$ cat config.mk
export PLATFORM = sky130hd
export DESIGN_NAME = instruction_issue_unit
export DESIGN_NICKNAME = d
export VERILOG_FILES = /design/src/rtl/simple_isa_pkg.sv /design/src/rtl/issue_history_regs.sv /design/src/rtl/instruction_issue_unit.sv
export SDC_FILE = /design/constraint.sdc
export NUM_CORES = 1
export LEC_CHECK = 0
export CORE_MARGIN = 10
export CORE_UTILIZATION = 35
export DETAILED_ROUTE_END_ITERATION = 8
export GPL_TIMING_DRIVEN = 1
export PLACE_DENSITY = 0.69
export SYNTH_ARGS = -nofsm -noshare
export SYNTH_HDL_FRONTEND = slang
export SYNTH_SLANG_ARGS = --single-unit
$ cat constraint.sdc
create_clock -name clk -period 2.85 [get_ports clk]
set_input_delay 0.4275 -clock clk [delete_from_list [all_inputs] [get_ports clk]]
set_output_delay 0.4275 -clock clk [all_outputs]
set_load 0.03 [all_outputs]
$ cat src/rtl/simple_isa_pkg.sv
// Shared ISA constants and issue-stage types for the 16-bit pipeline.
// Consumed by the issue unit and its history registers.
package simple_isa_pkg;

  localparam logic [15:0] BUBBLE  = 16'hC0E0;
  localparam logic [1:0]  OPC_ALU = 2'b11;
  localparam logic [3:0]  ALU_HLT = 4'b1111;

  typedef enum logic [1:0] {
    IDLE,
    RUN,
    FLUSH,
    HALT
  } issue_state_t;

  function automatic logic is_hlt(input logic [15:0] w);
    return (w[15:14] == OPC_ALU) && (w[7:4] == ALU_HLT);
  endfunction

endpackage

$ cat src/rtl/issue_history_regs.sv
// Three-slot issue history (cur, prev1, prev2) plus valid of cur.
// Reset and bubbles fill slots with the BUBBLE word.
module issue_history_regs
  import simple_isa_pkg::*;
(
  input  logic        clk,
  input  logic        rst_n,
  input  logic        shift_en,
  input  logic [15:0] new_word,
  input  logic        new_valid,
  output logic [15:0] cur,
  output logic [15:0] prev1,
  output logic [15:0] prev2,
  output logic        cur_valid
);

  always_ff @(posedge clk or negedge rst_n) begin
    if (!rst_n) begin
      cur       <= BUBBLE;
      prev1     <= BUBBLE;
      prev2     <= BUBBLE;
      cur_valid <= 1'b0;
    end else if (shift_en) begin
      prev2     <= prev1;
      prev1     <= cur;
      cur       <= new_word;
      cur_valid <= new_valid;
    end
  end

endmodule

$ cat src/rtl/instruction_issue_unit.sv
// Fetch/issue front end: PC, fetch FSM, branch shadow and HLT stop.
// Define ISSUE_PERF_CNT_EN to build the saturating issue/bubble counters.
module instruction_issue_unit
  import simple_isa_pkg::*;
#(
  parameter logic [15:0] RESET_PC      = 16'h0000,
  parameter int          BRANCH_SHADOW = 2,
  parameter int          CNT_W         = 16
) (
  input  logic             clk,
  input  logic             rst_n,
  output logic [15:0]      imem_addr,
  output logic             imem_req,
  input  logic [15:0]      imem_rdata,
  input  logic             imem_valid,
  input  logic             stall,
  input  logic             br_taken,
  input  logic [15:0]      br_target,
  output logic [15:0]      cmd_cur,
  output logic [15:0]      cmd_prev1,
  output logic [15:0]      cmd_prev2,
  output logic             cmd_valid,
  output logic             halted,
  output logic [CNT_W-1:0] issue_count,
  output logic [CNT_W-1:0] bubble_count
);

  localparam int FW =
    (BRANCH_SHADOW < 2) ? 1 : $clog2(BRANCH_SHADOW);
  localparam logic [FW-1:0] SHADOW_LOAD =
    FW'(BRANCH_SHADOW - 1);

  issue_state_t    state;
  logic [15:0]     pc;
  logic [FW-1:0]   flush_cnt;
  logic            consume;
  logic            advance;
  logic [15:0]     new_word;

  assign imem_addr = pc;
  assign imem_req  = (state == RUN);

  // Branch wins over stall and drops any word pending for the old PC
  assign consume  = (state == RUN) & imem_valid
                  & ~stall & ~br_taken;
  assign advance  = br_taken | ~stall;
  assign new_word = consume ? imem_rdata : BUBBLE;

  issue_history_regs u_hist (
    .clk       (clk),
    .rst_n     (rst_n),
    .shift_en  (advance),
    .new_word  (new_word),
    .new_valid (consume),
    .cur       (cmd_cur),
    .prev1     (cmd_prev1),
    .prev2     (cmd_prev2),
    .cur_valid (cmd_valid)
  );

  always_ff @(posedge clk or negedge rst_n) begin
    if (!rst_n) begin
      state     <= IDLE;
      pc        <= RESET_PC;
      flush_cnt <= '0;
      halted    <= 1'b0;
    end else if (br_taken) begin
      pc        <= br_target;
      halted    <= 1'b0;
      flush_cnt <= SHADOW_LOAD;
      state     <= (BRANCH_SHADOW > 1) ? FLUSH : RUN;
    end else begin
      unique case (state)
        IDLE: state <= RUN;
        RUN: begin
          if (consume) begin
            pc <= pc + 16'd1;
            if (is_hlt(imem_rdata)) begin
              state  <= HALT;
              halted <= 1'b1;
            end
          end
        end
        FLUSH: begin
          if (!stall) begin
            flush_cnt <= flush_cnt - FW'(1);
            if (flush_cnt <= FW'(1))
              state <= RUN;
          end
        end
        HALT: state <= HALT;
        default: state <= IDLE;
      endcase
    end
  end

`ifdef ISSUE_PERF_CNT_EN
  logic [CNT_W-1:0] issue_q;
  logic [CNT_W-1:0] bubble_q;

  always_ff @(posedge clk or negedge rst_n) begin
    if (!rst_n) begin
      issue_q  <= '0;
      bubble_q <= '0;
    end else if (advance) begin
      if (consume) begin
        if (!(&issue_q))
          issue_q <= issue_q + CNT_W'(1);
      end else if (!(&bubble_q)) begin
        bubble_q <= bubble_q + CNT_W'(1);
      end
    end
  end

  assign issue_count  = issue_q;
  assign bubble_count = bubble_q;
`else
  assign issue_count  = '0;
  assign bubble_count = '0;
`endif

endmodule
# Yosys cells after proc, flatten, opt, wreduce, memory -nomap -nowiden
# Index checks and enable logic that the tools add are counted.
# word_totals
register_bits	69
# classes
n_addsub	2
n_lt_le_gt_ge	1
n_eq_ne	10
mux	17
n_bitwise	6
reduce_logical	10
# op_table
operator	count
2-to-1 mux 16 bit	4
adder 16 x 1 -> 16 bit (second input constant)	1
2-to-1 mux 2 bit	5
one-hot mux 2 bit (4 select lines)	1
nonzero test 2 bit	4
2-to-1 mux 1 bit	7
equality test 2 bit (second input constant)	3
!= test 3 x 1 -> 1 bit (second input constant)	2
!= test 3 bit (second input constant)	2
equality test 4 bit (second input constant)	1
AND reduction 2 bit	2
AND reduction 4 bit	1
bitwise AND 1 bit	3
AND reduction 3 bit	1
equality test 2 x 1 -> 1 bit (second input constant)	1
zero test 2 bit	1
!= test 2 x 1 -> 1 bit (second input constant)	1
NOT 1 bit	2
<= comparator 1 bit (second input constant)	1
logical AND 1 bit	1
bitwise OR 1 bit	1
subtractor 1 bit (second input constant)	1

# Logic depth before layout (Yosys ltp)
# Gate-level depths: netlist (run 1).
# depth
depth_word	7
mapped_depth	6

# Cells and area by module
# From an unflattened synthesis (run 1), not the netlist that was laid out.
# hier_totals
hier_cells	276
hier_area_um2	3358.2
# by_module_without_submodules
mod	instances	cells_each	area_each_um2
issue_history_regs	1	103	1883.1
instruction_issue_unit	1	173	1475.2

# Worst setup path before layout (run 1)
# OpenSTA, ideal clock, no wires.
# synth_timing
kind	reg-to-reg
startpoint	register pc[4] (netlist: imem_addr[4])
endpoint	register pc[15] (netlist: imem_addr[15])
setup_time_ns	0.124
arrival_ns	2.015
required_ns	2.726
setup_slack_ns	0.711
stages_incl_launch_ff	7
path_buffers	2
path_cell_list	dfrtp_1 -> clkbuf_1 -> inv_1 -> or4_1 -> buf_2 -> o31a_1 -> o31a_1
# synth_via
elab_chain_cells	4
# synth_rtl
element	line_no	text
start, declared	instruction_issue_unit.sv:34	logic [15:0] pc;
start signal, assigned	instruction_issue_unit.sv:68	pc <= br_target;
start signal, assigned	instruction_issue_unit.sv:77	pc <= pc + 16'd1;
adder 16 x 1 -> 16 bit	instruction_issue_unit.sv:77	
2-to-1 mux 16 bit	instruction_issue_unit.sv:76	if (consume) begin
2-to-1 mux 16 bit	instruction_issue_unit.sv:73	unique case (state)
2-to-1 mux 16 bit	instruction_issue_unit.sv:67	end else if (br_taken) begin
# No other way between the ends. The select of a mux whose other input is x is not followed.
# A chain may end at the register's enable or synchronous reset.

# Final worst setup path (run 1)
# layout_timing
startpoint	input stall
endpoint	register pc[15] (netlist: imem_addr[15])
# layout_via
elab_chain_cells	5
# layout_rtl
element	line_no	text
start, declared	instruction_issue_unit.sv:16	input logic stall,
NOT 1 bit	instruction_issue_unit.sv:45	& ~stall & ~br_taken;
bitwise AND 1 bit (2 in a row)	instruction_issue_unit.sv:45	
nonzero test 2 bit (no line)	n/a	
AND reduction 2 bit (no line)	n/a	
# No other way between the ends.

==> flow_summary.json, run 1 <==
{
  "start_util_pct": 35.77,
  "highest_layer": "met4",
  "power_frac_comb_pct": 16.4,
  "hold_viol": 0,
  "finish.utilization_pct": 50.75,
  "htreeDepth": 3,
  "period_share_pct": 76.06,
  "slowest_delay_ns": 0.62,
  "numCtsBuffers": 9,
  "drv_slew": 0,
  "critPathKind": "input port to register",
  "period_needed_ns": 2.168,
  "place_inst": 529,
  "grt_max_degree": 45,
  "crit_fanout": 6,
  "p_sw_share_pct": 27.74,
  "async_flop_share_pct": 100.0,
  "drive_above_1_share_pct": 8.924,
  "die_h_um": 114.2,
  "final_cell_mix": "nand2_1, clkdlybuf4s50_1, dfrtp_1",
  "grtUsageTotal_pct": 13.37,
  "area.growth.synth_to_final_pct": 41.88,
  "drtIter0Drc": 85,
  "switchingPower_uw": 671.2,
  "die_area_mm2": 0.01304,
  "power.density_mw_per_mm2": 549.5,
  "instances_no_fill": 545,
  "max_freq_ghz": 0.4613,
  "fillCellCount": 827,
  "synth_top_area_share_pct": 42.72,
  "finalWirelength_um": 8890,
  "worstMarginPinSlew_ns": 0.9587,
  "gp_congestion": 0.8026,
  "wl_met3_um": 817,
  "cts-resized-gates": 0,
  "crit_path_cell_trace": "clkdlybuf4s50_1 > nand4bb_1 > or4_1 > o31a_1 > o31a_1",
  "antennaDiodeCount": 0,
  "drv_cap": 0,
  "tritoncts": "done",
  "multi_input_area_mm2": 0.001190,
  "drt.antenna.violating_nets": 0,
  "p_leak_nw": 2.010,
  "cts_hold_buf": 0,
  "final_common_cell": "nand2_1",
  "p_clk_share_pct": 39.9,
  "ys_seq_area_share_pct": 55.42,
  "clock_path_buffers": 2,
  "grt_pass1_vias": 2635,
  "nNetsFinal": 470,
  "rsz0062_at_grt": "false",
  "intPower_mw": 1.749,
  "die_width_um": 114.2,
  "clock_latency_ns": 0.34,
  "yosys_register_bits": 68,
  "vias": 2562,
  "syn_area_per_cell_um2": 9.464,
  "routed_via_density": 4.701,
  "vdd_ir_drop_max_uv": 270.5,
  "hp-class": "input port to asynchronous set/reset pin",
  "rows": 34,
  "syn_inst": 328,
  "port_buffers": 103,
  "ys_warn_count": 0,
  "synth_area_leaders": "dfrtp_1, nand2_1, dfstp_2, buf_4, a22o_1",
  "worst-path-buf-inv": 1,
  "yosys.area.top_type": "dfrtp_1",
  "grt_pass1_wl_um": 14170,
  "drtPass1Iterations": 5,
  "startpoint_type": "input port",
  "clock_sink_count": 68,
  "clk_pin_slew_worst_paths_ns": 0.08,
  "post-route-drc-count": 0,
  "synth_ff_type": "dfrtp_1",
  "ff_latch_area_mm2": 0.001720,
  "dr_wl_met2_um": 4089,
  "critPathMostFrequentCell": "o31a_1",
  "worstSetupEndpointType": "register",
  "syn-cell-area_mm2": 0.003104,
  "hpwl_um": 6717,
  "num_io_pins": 136,
  "cp.arrival_ns": 2.40,
  "cp_slowest_cell": "or4_1",
  "slew_headroom_pct": 35.85,
  "required_ns": 3.08,
  "status": "finished, final reports clean",
  "sequentialPowerShare_pct": 43.6,
  "synth-edff-count": 0,
  "wl_per_cell_um": 16.31,
  "crit_family": "simple AND/OR/NAND/NOR gates",
  "root_buffer": "clkbuf_8",
  "final.setup.tns_ns": 0,
  "clock_skew_ns": 0.006886,
  "synth.distinct_cells": 34,
  "setup_viol": 0,
  "antenna_found_initial": 0,
  "postCtsSetupBuffers": 0,
  "wl_met1_um": 3907,
  "placeableCoreArea_mm2": 0.008678,
  "grt_overflow": 0
}
logic make-up (layout without fill, tap and decap cells):
kind of cell | Yosys count | after routing | synth area share (%)
AND/OR/NAND/NOR | 157 | 157 | 21.56
flip-flops | 68 | 68 | 55.42
buffers and inverters | 52 | 130 | 10.24
AO/OA/AOI/OAI | 38 | 38 | 9.069
XOR/XNOR | 9 | 9 | 2.539
multiplexers | 2 | 2 | 0.6449
adder cells (fa/ha/maj) | 1 | 1 | 0.4030
other | 1 | 32 | 0.1208
power groups by stage:
stage               Combinational (mW)  Sequential, mW  Clock [mW]
CTS                              0.402            1.06       0.987
finish                           0.398            1.06       0.966
global placement                 0.397            1.07           0
detailed placement               0.401            1.07           0
floorplan                        0.176            1.14           0
global route                     0.430            1.06        1.03
metrics by stage:
stage / hold slack (ns) / instance area [um2] / setup slack, ns / total power [mW]
after floorplan: 0.1319 / 3221 / 0.7114 / 1.317
after global placement: 0.4408 / 4164 / 0.3720 / 1.468
after detailed placement: 0.4469 / 4164 / 0.3375 / 1.474
after CTS: 0.1816 / 4404 / 0.6969 / 2.446
after global routing: 0.2115 / 4404 / 0.5903 / 2.523
final: 0.1660 / 4404 / 0.6823 / 2.420
layout make-up:
class	count	share of cell area [%]
clock buffer	10	2.898
clock inverter	6	2.557
inverter	4	0.3409
multi-input combinational	239	27.02
sequential	68	39.06
tap	108	3.068
timing repair buffer	110	25.06
layer usage:
metal	global-route usage, %	up-vias
li1	-	1234
met5	0	-
met1	16.47	1226
met3	5.084	8
met4	4.511	0
met2	20.99	94
path summary, 6_finish.rpt:
kind	start	endpoint	slack (ns)	depth (start not counted)
max reg2reg	state[1]	imem_addr[15]	0.88	4
max	stall	imem_addr[15]	0.68	5
max in group asynchronous	rst_n	u_hist.prev1[7]	1.95	2
min in group clk	u_hist.prev2[7]	u_hist.prev2[7]	0.45	2
min reg2reg	u_hist.prev2[7]	u_hist.prev2[7]	0.45	2
min	rst_n	u_hist.prev2[13]	0.17	1
flip-flops by register name, indices dropped and copies added (netlist names):
register          cells
imem_addr            16
u_hist.cur           16
u_hist.prev1         16
u_hist.prev2         16
state                 2
halted                1
u_hist.cur_valid      1
cell usage after synthesis, types with 2 or more instances:
master / n
nand3_1: 3
nor2_1: 11
a22o_1: 11
dfrtp_1: 53
xnor2_1: 5
dfstp_2: 15
xor2_1: 4
buf_4: 32
a31oi_1: 3
buf_2: 2
mux2i_1: 2
nor3_1: 4
nand4_1: 8
nor4_1: 4
inv_1: 4
clkbuf_1: 14
nand2_1: 116
o22a_1: 5
nand2b_1: 2
o31a_1: 2
a221o_1: 3
o21ai_0: 11
nor3b_1: 3
Power figures use the tool's default switching activity.
==> run 2: changes to the inputs <==
Settings changed: PLACE_DENSITY 0.69 to 0.71.
Clock period 2.85 ns to 1.8 ns, I/O delays scaled along.
==> run 2 against run 1 <==
First-iteration DRC count fell by 11%; largest power group unchanged; clock-buffer cell count rose by 2; cell count up 3.7%; sequential share of layout area fell by 1.0 points; non-clock buffer count increased by 20; worst hold slack better by 0.29 ns; die area unchanged; power up 48%; clock skew fell by 0.00051 ns; core utilization increased by 1.5 points; cell area rose by 2.9%; wire length increased by 2.5%.
==> flow_summary.json, run 2 (synthesized netlist as in run 1, its figures left out) <==
{
  "startpoint_type": "register",
  "root_buffer": "clkbuf_8",
  "die_width_um": 114.2,
  "slowest_delay_ns": 0.58,
  "crit_start": "state[1]",
  "drtIter0Drc": 76,
  "grt_overflow": 0,
  "period_share_pct": 99.60,
  "cp_slowest_cell": "or4_4",
  "drtPass1Iterations": 4,
  "drt.antenna.violating_nets": 0,
  "hold_viol": 0,
  "status": "finished, final reports clean",
  "critPathKind": "register to register",
  "finalWirelength_um": 9115,
  "vias": 2648,
  "nNetsFinal": 490,
  "critPathMostFrequentCell": "o31a_1",
  "clk_pin_slew_worst_paths_ns": 0.07,
  "grt_pass1_vias": 2666,
  "rsz0062_at_grt": "true",
  "ff2ff_setup_slack_ns": 0.007,
  "clock_path_buffers": 2,
  "rr_worst_depth": 4,
  "wl_per_cell_um": 16.13,
  "setup_slack_ns": 0.007163,
  "antenna_found_initial": 0,
  "routed_via_density": 4.687,
  "crit_family": "simple AND/OR/NAND/NOR gates",
  "crit_path_cell_trace": "nand4bb_1 > or4_4 > o31a_1 > o31a_1",
  "antennaDiodeCount": 0,
  "crit_path_end": "imem_addr[15]",
  "gp_congestion": 0.7784,
  "final_cell_mix": "nand2_1, clkdlybuf4s50_1, dfrtp_1",
  "grt_pass1_wl_um": 14070,
  "port_buffers": 103,
  "die_h_um": 114.2,
  "final_common_cell": "nand2_1",
  "grt_max_degree": 69,
  "fillCellCount": 840,
  "numCtsBuffers": 9,
  "postCtsSetupBuffers": 0,
  "cp.arrival_ns": 2.02,
  "vdd_ir_drop_max_uv": 285.3,
  "drv_cap": 0,
  "setup_viol": 0,
  "die_area_mm2": 0.01304,
  "required_ns": 2.03,
  "post-route-drc-count": 0,
  "placeableCoreArea_mm2": 0.008678,
  "rows": 34,
  "p_leak_nw": 2.158,
  "clock_skew_ns": 0.006378,
  "timing.rr.end": "imem_addr[15]",
  "crit_fanout": 5,
  "hp-class": "register to register",
  "period_needed_ns": 1.793,
  "clock_sink_count": 68,
  "tritoncts": "done",
  "worst-path-buf-inv": 0,
  "grtUsageTotal_pct": 13.44,
  "clock_latency_ns": 0.33,
  "worstSetupEndpointType": "register",
  "hpwl_um": 6790,
  "hold_ws_ns": 0.4515,
  "start_util_pct": 35.77,
  "max_freq_ghz": 0.5578,
  "power.density_mw_per_mm2": 788.5,
  "num_io_pins": 136,
  "crit_cells": 4,
  "drive_above_1_share_pct": 14.00,
  "area.growth.synth_to_final_pct": 46.03,
  "post-place-ws_ns": -0.3584,
  "worstReg2RegStart": "state[1]",
  "drv_slew": 0,
  "htreeDepth": 3
}
[run 2: changes by cell type in the layout (fill, tap and decap cells not counted), sizes merged, moves of 2 or more]
cell,before,now
clkbuf,10,12
dlymetal6s2s,0,6
clkdlybuf4s50,102,75
bufinv,3,1
dlygate4sd2,0,21
buf,8,27
[run 2: final cells by class]
type | count | area [um2] | area share [%]
multi-input cells | 239 | 1206 | 26.61
repair buffers | 130 | 1257 | 27.74
inverters | 4 | 15.01 | 0.3312
clock inverters | 4 | 48.80 | 1.076
well taps | 108 | 135.1 | 2.981
flip-flops and latches | 68 | 1725 | 38.06
clock buffers | 12 | 145.1 | 3.202
[run 2: how the worst min path moves through the flow]
stage                                start          endpoint  slack [ns]  depth (start not counted)
after floorplan                      rst_n            halted       -0.03                          0
after global placement               rst_n   u_hist.prev2[8]        0.32                          2
after detailed placement             rst_n   u_hist.prev2[8]        0.33                          2
after CTS                 u_hist.prev2[14]  u_hist.prev2[14]        0.45                          2
after global routing       u_hist.prev2[5]   u_hist.prev2[5]        0.46                          2
final                     u_hist.prev2[14]  u_hist.prev2[14]        0.45                          2
[run 2: where the power goes]
part | internal, mW | switching [mW]
logic | 0.249 | 0.415
registers | 1.61 | 0.0533
clock network | 0.677 | 0.575
total | 2.53 | 1.04
[run 2: metal layers]
metal | wire (um) | track usage (%)
met5 | 0 | 0
met4 | 107 | 4.261
met2 | 4176 | 21.15
met3 | 947 | 6.027
met1 | 3885 | 16.08
[run 2: through the flow]
stage	area, um2	total power [mW]	utilization [%]	TNS [ns]	instances
global route	4533	3.739	52.23	-0.01583	565
finish	4533	3.574	52.23	0	565
detailed placement	4324	2.372	49.83	-2.820	548
global placement	4324	2.360	49.83	-1.805	548
floorplan	3229	2.088	-	-0.2027	359
CTS	4506	3.603	51.92	0	565
[run 2: what timing repair did]
item / in CTS / in global routing
endpoints found under the hold margin: 53 / 0
gates resized for setup: 22 / 8
hold buffers: 1 / 0
endpoints found under the setup margin: 22 / 9
gates cloned: 0 / 0
[run 2: worst register-to-register path: cells and delay by family, from the launching register on]
| kind | cells | cell delay, ns |
|---|---|---|
| simple gates | 2 | 0.81 |
| compound gates | 2 | 0.49 |
| flops | 1 | 0.39 |
